[src/rtl/hazard_unit_pkg.sv]
// Shared types for the hazard unit: divider FSM state encoding and
// E-stage forward-select codes.
package hazard_unit_pkg;

    typedef enum logic [1:0] {
        DIV_IDLE = 2'd0,
        DIV_BUSY = 2'd1,
        DIV_DONE = 2'd2
    } divState_t;

    localparam logic [1:0] FWD_RF = 2'b00;
    localparam logic [1:0] FWD_W  = 2'b01;
    localparam logic [1:0] FWD_M  = 2'b10;

endpackage

[src/rtl/hazard_div_fsm.sv]
// Divide sequencer: issues a one-cycle start, holds E until the divider
// answers, and cancels the operation on an exception in M.
module hazard_div_fsm
    import hazard_unit_pkg::*;
(
    input  logic      clk,
    input  logic      rst,
    input  logic      divE,
    input  logic      div_ready,
    input  logic      exceptM,
    output logic      divStall,
    output logic      div_start,
    output logic      div_abort,
    output divState_t divState
);

    divState_t state;
    divState_t stateNext;

    always_ff @(posedge clk) begin
        if (rst) begin
            state <= DIV_IDLE;
        end else begin
            state <= stateNext;
        end
    end

    always_comb begin
        stateNext = state;
        div_start = 1'b0;
        div_abort = 1'b0;
        case (state)
            DIV_IDLE: begin
                if (divE && !exceptM) begin
                    div_start = !rst;
                    stateNext = DIV_BUSY;
                end
            end
            DIV_BUSY: begin
                // An exception wins over a simultaneous div_ready.
                if (exceptM) begin
                    div_abort = !rst;
                    stateNext = DIV_IDLE;
                end else if (div_ready) begin
                    stateNext = DIV_DONE;
                end
            end
            // The finished div is still in E here; do not restart it.
            DIV_DONE: stateNext = DIV_IDLE;
            default:  stateNext = DIV_IDLE;
        endcase
    end

    assign divStall = ((state == DIV_IDLE) && divE) || (state == DIV_BUSY);
    assign divState = state;

endmodule

[src/rtl/hazard_unit.sv]
// Stall/flush/forward generator for the 5-stage pipeline.
// Optional HAZ_PERF_CNT_EN adds saturating stall/flush/div counters.
module hazard_unit
    import hazard_unit_pkg::*;
#(
    parameter int REG_AW = 5,
    parameter int CNT_W  = 32
) (
    input  logic              clk,
    input  logic              rst,
    input  logic [REG_AW-1:0] rsD,
    input  logic [REG_AW-1:0] rtD,
    input  logic [REG_AW-1:0] rsE,
    input  logic [REG_AW-1:0] rtE,
    input  logic [REG_AW-1:0] writeregE,
    input  logic [REG_AW-1:0] writeregM,
    input  logic [REG_AW-1:0] writeregW,
    input  logic              regwriteE,
    input  logic              regwriteM,
    input  logic              regwriteW,
    input  logic              memtoregE,
    input  logic              memtoregM,
    input  logic              branchD,
    input  logic              jrD,
    input  logic              divE,
    input  logic              div_ready,
    input  logic              exceptM,
    output logic              forwardaD,
    output logic              forwardbD,
    output logic [1:0]        forwardaE,
    output logic [1:0]        forwardbE,
    output logic              stallF,
    output logic              stallD,
    output logic              stallE,
    output logic              stallM,
    output logic              stallW,
    output logic              flushD,
    output logic              flushE,
    output logic              flushM,
    output logic              flushW,
    output logic              div_start,
    output logic              div_abort
`ifdef HAZ_PERF_CNT_EN
    ,
    output logic [CNT_W-1:0]  stall_cnt,
    output logic [CNT_W-1:0]  flush_cnt,
    output logic [CNT_W-1:0]  div_cnt
`endif
);

    logic      lwStall;
    logic      brStall;
    logic      divStall;
    logic      rsHitE;
    logic      rtHitE;
    logic      rsHitLoadM;
    logic      rtHitLoadM;
    divState_t divState;

    // M has priority over W since it holds the younger result.
    function automatic logic [1:0] fwdSel(
        input logic [REG_AW-1:0] src,
        input logic              wrM,
        input logic [REG_AW-1:0] dstM,
        input logic              wrW,
        input logic [REG_AW-1:0] dstW
    );
        if ((src != '0) && wrM && (dstM == src)) begin
            return FWD_M;
        end else if ((src != '0) && wrW && (dstW == src)) begin
            return FWD_W;
        end
        return FWD_RF;
    endfunction

    hazard_div_fsm uDivFsm (
        .clk       (clk),
        .rst       (rst),
        .divE      (divE),
        .div_ready (div_ready),
        .exceptM   (exceptM),
        .divStall  (divStall),
        .div_start (div_start),
        .div_abort (div_abort),
        .divState  (divState)
    );

    always_comb begin
        forwardaE = fwdSel(rsE, regwriteM, writeregM, regwriteW, writeregW);
        forwardbE = fwdSel(rtE, regwriteM, writeregM, regwriteW, writeregW);
        forwardaD = (rsD != '0) && regwriteM && (writeregM == rsD);
        forwardbD = (rtD != '0) && regwriteM && (writeregM == rtD);
    end

    always_comb begin
        lwStall    = memtoregE && ((rtE == rsD) || (rtE == rtD));
        rsHitE     = regwriteE && (writeregE == rsD);
        rtHitE     = regwriteE && (writeregE == rtD);
        rsHitLoadM = memtoregM && (writeregM == rsD);
        rtHitLoadM = memtoregM && (writeregM == rtD);
        // jr only reads rs, so rt hazards stall branches alone.
        brStall    = (branchD && (rsHitE || rtHitE || rsHitLoadM || rtHitLoadM))
                   || (jrD && (rsHitE || rsHitLoadM));
    end

    always_comb begin
        stallF = 1'b0;
        stallD = 1'b0;
        stallE = 1'b0;
        stallM = 1'b0;
        stallW = 1'b0;
        flushD = 1'b0;
        flushE = 1'b0;
        flushM = 1'b0;
        flushW = 1'b0;
        if (exceptM) begin
            flushD = 1'b1;
            flushE = 1'b1;
            flushM = 1'b1;
            flushW = 1'b1;
        end else begin
            stallF = lwStall || brStall || divStall;
            stallD = lwStall || brStall || divStall;
            stallE = divStall;
            flushE = (lwStall || brStall) && !divStall;
            flushM = divStall;
        end
    end

`ifdef HAZ_PERF_CNT_EN
    always_ff @(posedge clk) begin
        if (rst) begin
            stall_cnt <= '0;
            flush_cnt <= '0;
            div_cnt   <= '0;
        end else begin
            if (stallD && (stall_cnt != '1)) stall_cnt <= stall_cnt + 1'b1;
            if (exceptM && (flush_cnt != '1)) flush_cnt <= flush_cnt + 1'b1;
            if (div_start && (div_cnt != '1)) div_cnt <= div_cnt + 1'b1;
        end
    end
`endif

endmodule

[config.mk]
export PLATFORM = sky130hd
export DESIGN_NAME = hazard_unit
export DESIGN_NICKNAME = d
export VERILOG_FILES = /design/src/rtl/hazard_unit_pkg.sv /design/src/rtl/hazard_div_fsm.sv /design/src/rtl/hazard_unit.sv
export SDC_FILE = /design/constraint.sdc
export NUM_CORES = 1
export LEC_CHECK = 0
export BUFFER_PORTS_ARGS = -buffer_cell sky130_fd_sc_hd__buf_2
export CAP_MARGIN = 10
export CORE_MARGIN = 4
export CORE_UTILIZATION = 41
export DETAILED_ROUTE_END_ITERATION = 12
export GPL_ROUTABILITY_DRIVEN = 0
export GPL_TIMING_DRIVEN = 0
export HOLD_SLACK_MARGIN = 0.03
export PLACE_DENSITY = 0.8
export SLEW_MARGIN = 20
export SYNTH_ARGS = -nofsm -noshare
export SYNTH_HDL_FRONTEND = slang
export SYNTH_HIERARCHICAL = 1
export SYNTH_SLANG_ARGS = --single-unit
[constraint.sdc]
create_clock -name clk -period 1.5 [get_ports clk]
set_clock_uncertainty 0.15 [all_clocks]
set_input_delay 0.075 -clock clk [delete_from_list [all_inputs] [get_ports clk]]
set_output_delay 0.075 -clock clk [all_outputs]
set_load 0.005 [all_outputs]
# --- Yosys cells after proc, flatten, opt, wreduce, memory -nomap -nowiden ---
# Cells that the tools add are included.
word_totals:
  romBits: 0
  out_inout_bits: 17
  elab_cells: 77
  ram_bits: 0
  latchBits: 0
  regBits: 2
  n_memories: 0
  in_bits: 47
op_classes:
  n_mux: 23
  n_bitwise: 0
  magnitude_cmp: 0
  addsub: 0
  n_reduce_logical: 40
  n_shift: 0
  eq_ne: 13
  div_mod_pow: 0
  mul: 0
op_table:
  columns: ["op", "n"]
  rows:
  - ["$eq 5x5->1", 10]
  - ["$logic_and 1x1->1", 22]
  - ["$reduce_bool 5->1", 4]
  - ["$mux 2", 9]
  - ["$mux 1", 13]
  - ["$logic_or 1x1->1", 9]
  - ["$pmux 2 s2", 1]
  - ["$logic_not 1->1", 3]
  - ["$ne 3x3->1 const B", 1]
  - ["$eq 2x1->1 const B", 1]
  - ["$logic_not 2->1", 1]
  - ["$ne 2x1->1 const B", 1]
  - ["$reduce_and 2->1", 1]

# --- Logic depth before layout (Yosys ltp) ---
# Gate-level depths: netlist of run 1.
depth:
  word_depth: 10
  ltp_mapped: 6

# --- Cells and area by module ---
# The synthesis of run 1 kept the hierarchy.
modules_own_cells:
  columns: ["module", "n_inst", "cells_per_inst", "area_each_um2"]
  rows:
  - ["hazard_unit", 1, 104, 818.3]
  - ["hazard_div_fsm", 1, 11, 100.1]

# --- Worst setup path after synthesis of run 1 ---
# No wires, ideal clock.
synth_path:
  path_kind: "input to output"
  start: "in rtE[2]"
  end: "out stallF"
  path_stages: 6
  path_slack_ps: 45
  arrival_time_ps: 1230
  t_required_ps: 1275
  path_cell_list: "buf_6 xor2_1 nor4_1 a221oi_1 a41oi_1 buf_4"
synth_between:
  elab_chain_len: 6
  elab_cells_between_ends: 7
  cone_classes: "eq/ne: 2; mux: 1; reduce/logical: 4"
synth_lines:
  columns: ["element", "line_no", "rtl"]
  rows:
  - ["from (decl)", "hazard_unit.sv:14", "input logic [REG_AW-1:0] rtE,"]
  - ["$eq 5x5->1", "hazard_unit.sv:96", "lwStall = memtoregE && ((rtE == rsD) || (rtE == rtD));"]
  - ["$logic_or 1x1->1 *", "hazard_unit.sv:96", null]
  - ["$logic_and 1x1->1 *", "hazard_unit.sv:96", null]
  - ["$logic_or 1x1->1 * (2 in a row)", null, null]
  - ["$mux 1 *", null, null]
  - ["to (decl)", "hazard_unit.sv:32", "output logic stallF,"]
# Mark *: on every way between the ends. The rest lies on a longest branch, timed or not.

# --- Worst setup path in the final report of run 1 ---
layout_path:
  start: "in rsE[4]"
  end: "out forwardaE[0]"
layout_between:
  elab_chain_len: 6
  elab_cells_between_ends: 11
  cone_classes: "eq/ne: 2; mux: 4; reduce/logical: 5"
layout_lines:
  columns: ["element", "line_no", "rtl"]
  rows:
  - ["from (decl)", "hazard_unit.sv:13", "input logic [REG_AW-1:0] rsE,"]
  - ["$reduce_bool 5->1", "hazard_unit.sv:68, hazard_unit.sv:70", null]
  - ["$logic_and 1x1->1 (2 in a row)", "hazard_unit.sv:70", "end else if ((src != '0) && wrW && (dstW == src)) begin"]
  - ["$mux 1", "hazard_unit.sv:70", null]
  - ["$mux 1", "hazard_unit.sv:68", "if ((src != '0) && wrM && (dstM == src)) begin"]
  - ["$mux 2 *", "hazard_unit.sv:73", "return FWD_RF;"]
  - ["to (decl)", "hazard_unit.sv:30", "output logic [1:0] forwardaE,"]
# Marks and branches as above.

==> metrics.cfg, run 1 <==
[clock_network]
cts_tree=yes
clk_pin_slew_ns=0.04
h-tree-depth=1
clkSinkCount=2
clock_latency_ns=0.22
cts_root_buffer=clkbuf_4
clockBufferDepth=2
hold_buffers=1
cts_buffers=3

[worst_setup_path]
cp.arrival_ns=1.34
worstSetupEndpointType=primary output
cp-start-kind=primary input
crit_fanout=2
cp.required_ns=1.27
path_class=in -> out

[timing]
rsz0062_at_grt=true
fin_ws_ns=-0.06164
setup_viol=1
period_share=1.041
final-max-slew-violation-count=0
final_hold_viol_count=0
period_needed_ns=1.562
max_freq_mhz=640.4
setup_tns_ns=-0.06164

[global_route]
grt_pass1_vias=1145
grt_remaining_overflow=0
grt_use_total=0.1918
grt_max_degree=9
grt_pass1_wl_um=4961
antenna_found_initial=0

[finish]
finalNonFillerCells=209
drive_above_1_share=0.5275
n_fill_cell=190
n_antenna_cell=0
largest_reg_flops=2
nets=231
syn_to_final_growth_pct=52.59
utilization=0.6863

[synth]
netlist_instances=115
yosys.area.top_type=xnor2_1
avgSynthCellArea_um2=7.986
synth_area_leaders=xnor2_1 (27%), xor2_1 (21%), buf_6 (6.1%), nand4_1 (4.8%), dfxtp_1 (4.4%)
synthDistinctLibCells=27
synth-async-reset-ratio=0
synth.ff_latch_count=2
synth_edf_count=0
syn_area_um2=918.4
synthFlopType=dfxtp_1
ys_warn_count=6
synth_top_area_frac=0.2670
yosysSeqAreaShare=0.04360

[routing]
viasPerCell=5.053
wl_um=3065
vias=1056
firstDrtPassIters=4
drc_errors=0
drt_iter0_markers=22
wl_per_cell_um=14.67
final_antenna_net_count=0

[min_path]
min_path_type=in -> reg

[power_and_ir_drop]
p_leak_nw=0.6054
pwr_density_cell_nw_per_um2=394.9
vdd_drop_max_mv=0.5009
fin_total_pwr_mw=0.5535

[die]
row_count=16
start_util=0.4498
die_h_um=55.33
ios=64
dieWidth_um=55.33
die-area_um2=3061
coreArea_um2=2042

[placed_design]
portBuffers=56
dp.cells=199
dp_slack_ns=-0.1532

[status]
status=finished with violations
violations=setup timing

[job]
cap_violations=0

logic make-up after synthesis:
| family | share of synthesized area |
|---|---|
| AND/OR/NAND/NOR | 0.2970 |
| AO/OA/AOI/OAI | 0.07631 |
| flip-flops | 0.04360 |
| buffers and inverters | 0.1022 |
| other | 0.004083 |
| XOR/XNOR | 0.4768 |
layout by cell type, fill, tap and decap left out, types with 2 or more instances in the layout:
cell      netlist  final
buf_2           0     54
xnor2_1        28     28
xor2_1         22     22
buf_4           5     11
nand4_1         7      7
buf_6           5      6
nand2_1         6      6
nor4_2          2      5
nor2_1          8      5
nor2_4          1      3
clkbuf_4        0      3
or4_4           1      2
or4_1           3      2
o21ai_0         2      2
nor3_2          0      2
and2_1          2      2
a221oi_2        0      2
conb_1          1      2
nor3b_2         2      2
metrics by stage:
| step | area [µm²] | hold slack [ns] |
|---|---|---|
| 2_1_floorplan | 922.1 | 0.03420 |
| 3_3_place_gp | 1236 | 0.1563 |
| 3_5_place_dp | 1236 | 0.1813 |
| 4_1_cts | 1358 | -0.003059 |
| 5_1_grt | 1401 | 0.02806 |
| 6_report | 1401 | 0.01242 |
layout make-up:
cell class	count	area (µm²)	area share
multi-input combinational	104	858.3	0.6125
timing repair buffer	64	359.1	0.2563
buffer	9	86.33	0.06161
sequential	2	41.29	0.02946
tap	27	33.78	0.02411
clock buffer	3	22.52	0.01607
synthesized netlist by cell type, types with 3 or more instances:
cell type  instances
nand4_1            7
or4_1              3
nand2_1            6
buf_6              5
nor2_1             8
xnor2_1           28
xor2_1            22
nor3_1             3
nor4_1             4
buf_4              5
what timing repair did:
item                                    in CTS  in global routing
pin swaps                                    7                  8
buffers inserted                             4                  3
resized for setup                           15                  4
hold endpoints to repair                     2                  1
endpoints found under the setup margin       5                  5
worst max-delay path, cell delays in order:
cell    delay, ns
buf_8        0.09
or4_4        0.54
nor2_4       0.11
nor4_2       0.05
nor4_1       0.29
buf_2        0.17
power by group:
part | switching (mW) | internal [mW]
Sequential | 0.00249 | 0.0555
Combinational | 0.184 | 0.192
Clock | 0.0313 | 0.0885
Total | 0.218 | 0.336
layer usage:
| metal | part of all wire | vias to the layer above | wire length (µm) | track usage |
|---|---|---|---|---|
| met5 | 0 | - | 0 | 0 |
| met4 | 0.0059 | 0 | 18 | 0.05556 |
| met3 | 0.062 | 2 | 189 | 0.02797 |
| met2 | 0.57 | 35 | 1739 | 0.3632 |
| met1 | 0.36 | 486 | 1118 | 0.2176 |
| li1 | - | 533 | - | - |
path summary, 6_finish.rpt:
kind | startpoint | endpoint | slack [ns] | cells after the start
worst max register to register | uDivFsm/divState[1]$_SDFFE_PP0P_ | uDivFsm/divState[0]$_SDFFE_PP0P_ | 0.44 | 2
worst max-delay path | rsE[4] | forwardaE[0] | -0.06 | 6
worst min-delay path | rst | uDivFsm/divState[1]$_SDFFE_PP0P_ | 0.01 | 3
worst min register to register | uDivFsm/divState[0]$_SDFFE_PP0P_ | uDivFsm/divState[1]$_SDFFE_PP0P_ | 0.34 | 2
Note: power is estimated with default switching activity, not from simulation.
==> inputs of run 2 (changes only) <==
HOLD_SLACK_MARGIN = 0.1   (was 0.03)
clock period = 1.8 ns   (was 1.5 ns; I/O delays follow)
==> metrics.cfg, run 2 (same netlist as run 1, synthesis figures left out) <==
[timing]
final_hold_viol_count=0
setup_viol=0
rsz0062_at_grt=false
period_share=0.9657
final-max-slew-violation-count=0
max_freq_mhz=575.3
fin_ws_ns=0.06170
period_needed_ns=1.738
setup_tns_ns=0

[finish]
n_fill_cell=198
final_cell_mix=buf_2 (56), xnor2_1 (28), xor2_1 (22)
drive_above_1_share=0.4581
nets=228
largest_reg_flops=2
layout_commonest_cell=buf_2
finalNonFillerCells=206
utilization=0.6458
syn_to_final_growth_pct=43.60
n_antenna_cell=0

[power_and_ir_drop]
p_leak_nw=0.5754
vdd_drop_max_mv=0.2776
pwr_density_cell_nw_per_um2=340.1
fin_total_pwr_mw=0.4485

[routing]
final_antenna_net_count=0
vias=1059
drt_iter0_markers=20
firstDrtPassIters=4
wl_per_cell_um=14.18
viasPerCell=5.141
wl_um=2921
drc_errors=0

[worst_setup_path]
cp-start-kind=primary input
crit_path_frequent_cell=dlygate4sd3_1
worstSetupEndpointType=flop
max_stage_delay_ns=0.54
cp.required_ns=1.82
crit_path_cell_trace=dlygate4sd3_1 > buf_2 > or3_4 > nor2_2 > dlygate4sd3_1
crit_fanout=3
path_class=in -> reg
ff2ff_setup_slack_ns=0.18
critPathSlowestCell=dlygate4sd3_1
cp.arrival_ns=1.76

[die]
ios=64
die_h_um=55.33
coreArea_um2=2042
start_util=0.4498
row_count=16
die-area_um2=3061
dieWidth_um=55.33

[clock_network]
cts_tree=yes
clock_latency_ns=0.23
clkSinkCount=2
cts_root_buffer=clkbuf_4
clk_pin_slew_ns=0.04
h-tree-depth=1
postCtsSetupRepairBufs=0
cts_buffers=3
clockBufferDepth=2

[global_route]
grt_use_total=0.1927
grt_remaining_overflow=0
grt_pass1_vias=1114
grt_max_degree=9
antenna_found_initial=0
grt_pass1_wl_um=4933

[placed_design]
portBuffers=56
dp_slack_ns=0.1168
dp.cells=199

[status]
status=finished, final reports clean

[job]
cap_violations=0

[min_path]
min_path_type=in -> reg

-- run 2: changes by cell type in the layout (fill, tap and decap cells not counted), moves of 2 or more --
cell           previous run  this run
nor2_4                    3         1
nor4_1                    1         3
buf_2                    54        56
nor3_2                    2         0
nor4_2                    5         3
nor2_2                    1         3
buf_4                    11         5
dlygate4sd3_1             1         4
nor3_1                    1         3
-- run 2: power by group --
| group | switching (mW) | leakage, nW | total, mW | internal [mW] |
|---|---|---|---|---|
| combinational | 0.142 | 0.545 | 0.292 | 0.150 |
| clock | 0.0348 | 0.0138 | 0.109 | 0.0745 |
| sequential | 0.00169 | 0.0163 | 0.0476 | 0.0459 |
-- run 2: area by class of cell --
| class | instances | area, µm² | share of cell area |
|---|---|---|---|
| multi-input combinational | 104 | 808.3 | 0.6129 |
| timing repair buffer | 60 | 320.3 | 0.2429 |
| clock buffer | 3 | 22.52 | 0.01708 |
| buffer | 10 | 93.84 | 0.07116 |
| sequential | 2 | 40.04 | 0.03036 |
| tap | 27 | 33.78 | 0.02562 |
-- run 2: path summary, 6_finish.rpt --
| path | startpoint | endpoint | cells past startpoint |
|---|---|---|---|
| max | rst | uDivFsm/divState[1]$_SDFFE_PP0P_ | 5 |
| min | exceptM | uDivFsm/divState[0]$_SDFFE_PP0P_ | 3 |
| max reg2reg | uDivFsm/divState[1]$_SDFFE_PP0P_ | uDivFsm/divState[1]$_SDFFE_PP0P_ | 3 |
| min reg2reg | uDivFsm/divState[0]$_SDFFE_PP0P_ | uDivFsm/divState[0]$_SDFFE_PP0P_ | 2 |
-- run 2: worst max-delay path, delay by kind of cell --
family,cells,cell delay [ns]
and+or+nand+nor,2,0.48
buffers and inverters,3,1.20
-- run 2: what timing repair did --
item / CTS / global route
endpoints found under the setup margin: 1 / 3
pin swaps: 0 / 1
hold buffers: 4 / 1
gates resized for setup: 1 / 4
endpoints found under the hold margin: 2 / 1
-- run 2: per-stage QoR --
stage	hold slack, ns	instance area (µm²)
6_report	0.1215	1319
3_3_place_gp	0.1713	1236
5_1_grt	0.1665	1319
4_1_cts	0.3489	1305
3_5_place_dp	0.1963	1236
2_1_floorplan	0.06420	922.1
-- run 2: layer usage --
| layer | wire length, µm | track usage |
|---|---|---|
| met2 | 1669 | 0.3750 |
| met1 | 1138 | 0.2176 |
| met3 | 113 | 0.02098 |
| met4 | 0 | 0.04861 |
| met5 | 0 | 0 |
==> inputs of run 3 (changes only) <==
CELL_PAD_IN_SITES_DETAIL_PLACEMENT = 1   (was not set)
CELL_PAD_IN_SITES_GLOBAL_PLACEMENT = 1   (was not set)
CORE_UTILIZATION = 30   (was 41)
PLACE_DENSITY = 0.89   (was 0.8)
==> metrics.cfg, run 3 (same netlist as run 1, synthesis figures left out) <==
[clock_network]
clockBufferDepth=2
cts_root_buffer=clkbuf_4
postCtsSetupRepairBufs=0
cts_buffers=3
clk_pin_slew_ns=0.03
cts_tree=yes
clock_latency_ns=0.22
h-tree-depth=1
clkSinkCount=2

[timing]
final_hold_viol_count=0
max_freq_mhz=601.6
period_needed_ns=1.662
setup_tns_ns=0
setup_viol=0
rsz0062_at_grt=false
final-max-slew-violation-count=0
period_share=0.9234
holdWs_ns=0.1455

[global_route]
grt_remaining_overflow=0
grt_pass1_vias=1197
antenna_found_initial=0
grt_pass1_wl_um=5547
grt_max_degree=9
grt_use_total=0.1695

[worst_setup_path]
crit_path_cell_trace=nor2_2 > nor2_1 > a221oi_2 > a41oi_2 > buf_4 > buf_2
crit_fanout=4
worstSetupEndpointType=primary output
cp.required_ns=1.56
startpoint=uDivFsm/divState[0]$_SDFFE_PP0P_
ff2ff_setup_slack_ns=0.34
rr_worst_depth=3
max_stage_delay_ns=0.34
cp-start-kind=flop
reg2reg_from=uDivFsm/divState[0]$_SDFFE_PP0P_
critPathSlowestCell=dfxtp_1
path_class=reg -> out
r2r_end=uDivFsm/divState[0]$_SDFFE_PP0P_
cp.arrival_ns=1.42

[die]
row_count=19
start_util=0.3246
dieWidth_um=63.33
die-area_um2=4011
ios=64
die_h_um=63.33
coreArea_um2=2829

[finish]
finalNonFillerCells=209
largest_reg_flops=2
layout_commonest_cell=buf_2
final_cell_mix=buf_2 (56), xnor2_1 (28), xor2_1 (22)
nets=227
seq_area_um2=40.04
multi_input_area_um2=813.3
n_fill_cell=364
syn_to_final_growth_pct=43.60
drive_above_1_share=0.4607
n_antenna_cell=0

[routing]
firstDrtPassIters=4
final_antenna_net_count=0
wl_um=3490
viasPerCell=5.124
drc_errors=0
vias=1071
wl_per_cell_um=16.70
drt_iter0_markers=15

[power_and_ir_drop]
vdd_drop_max_mv=0.2986
pwr_density_cell_nw_per_um2=337.4
fin_total_pwr_mw=0.4450
p_leak_nw=0.5688

[job]
cap_violations=0

[min_path]
hold_end=uDivFsm/divState[1]$_SDFFE_PP0P_
holdCritStartpoint=exceptM
whs_path_depth=3
min_path_type=in -> reg

[status]
status=finished, final reports clean

[placed_design]
dp.cells=203
portBuffers=56
dp_hpwl_um=2984

==> run 3: how the worst max path moves through the flow <==
stage | endpoint
after global placement | stallF
final | stallF
after floorplan | stallF
after CTS | uDivFsm/divState[1]$_SDFFE_PP0P_
after global routing | stallF
after detailed placement | stallF
==> run 3: power breakdown <==
group          switching, mW  internal (mW)  total [mW]  leakage [nW]
registers            0.00186         0.0461      0.0479        0.0163
clock network         0.0241         0.0734      0.0975        0.0138
logic                  0.149          0.150       0.300         0.539
total                  0.175          0.270       0.445         0.569
==> run 3: worst max-delay path, delay by kind of cell (launching register included) <==
kind,cells,cell delay [ns]
AOI/OAI and AO/OA,2,0.36
DFF,1,0.34
buffers and inverters,2,0.27
and+or+nand+nor,2,0.22
==> run 3: per-layer routing <==
layer	up-vias	share of wire	GRT usage
met2	37	0.54	0.3129
met5	-	0	0
met3	4	0.052	0.03730
met1	509	0.41	0.1977
li1	521	-	-
met4	0	0.0046	0.03504
==> run 3: timing repair <==
action	4_1_cts	5_1_grt
endpoints found under the hold margin	2	0
endpoints found under the setup margin	1	2
hold buffers	4	0
resized for setup	1	4
gates cloned	0	0
==> run 3: per-stage QoR <==
step	worst slack, ns	cell area [µm²]	util
detailed placement	0.08897	1241	0.4387
global placement	0.1238	1241	0.4387
global route	0.002292	1319	0.4662
floorplan	0.3147	922.1	-
finish	0.1378	1319	0.4662
CTS	0.06903	1306	0.4617
==> run 3: cell type report <==
cell class / count / share of cell area
tap: 31 / 0.02941
timing repair buffer: 59 / 0.2353
sequential: 2 / 0.03036
clock buffer: 3 / 0.01708
buffer: 10 / 0.07116
multi-input combinational: 104 / 0.6167
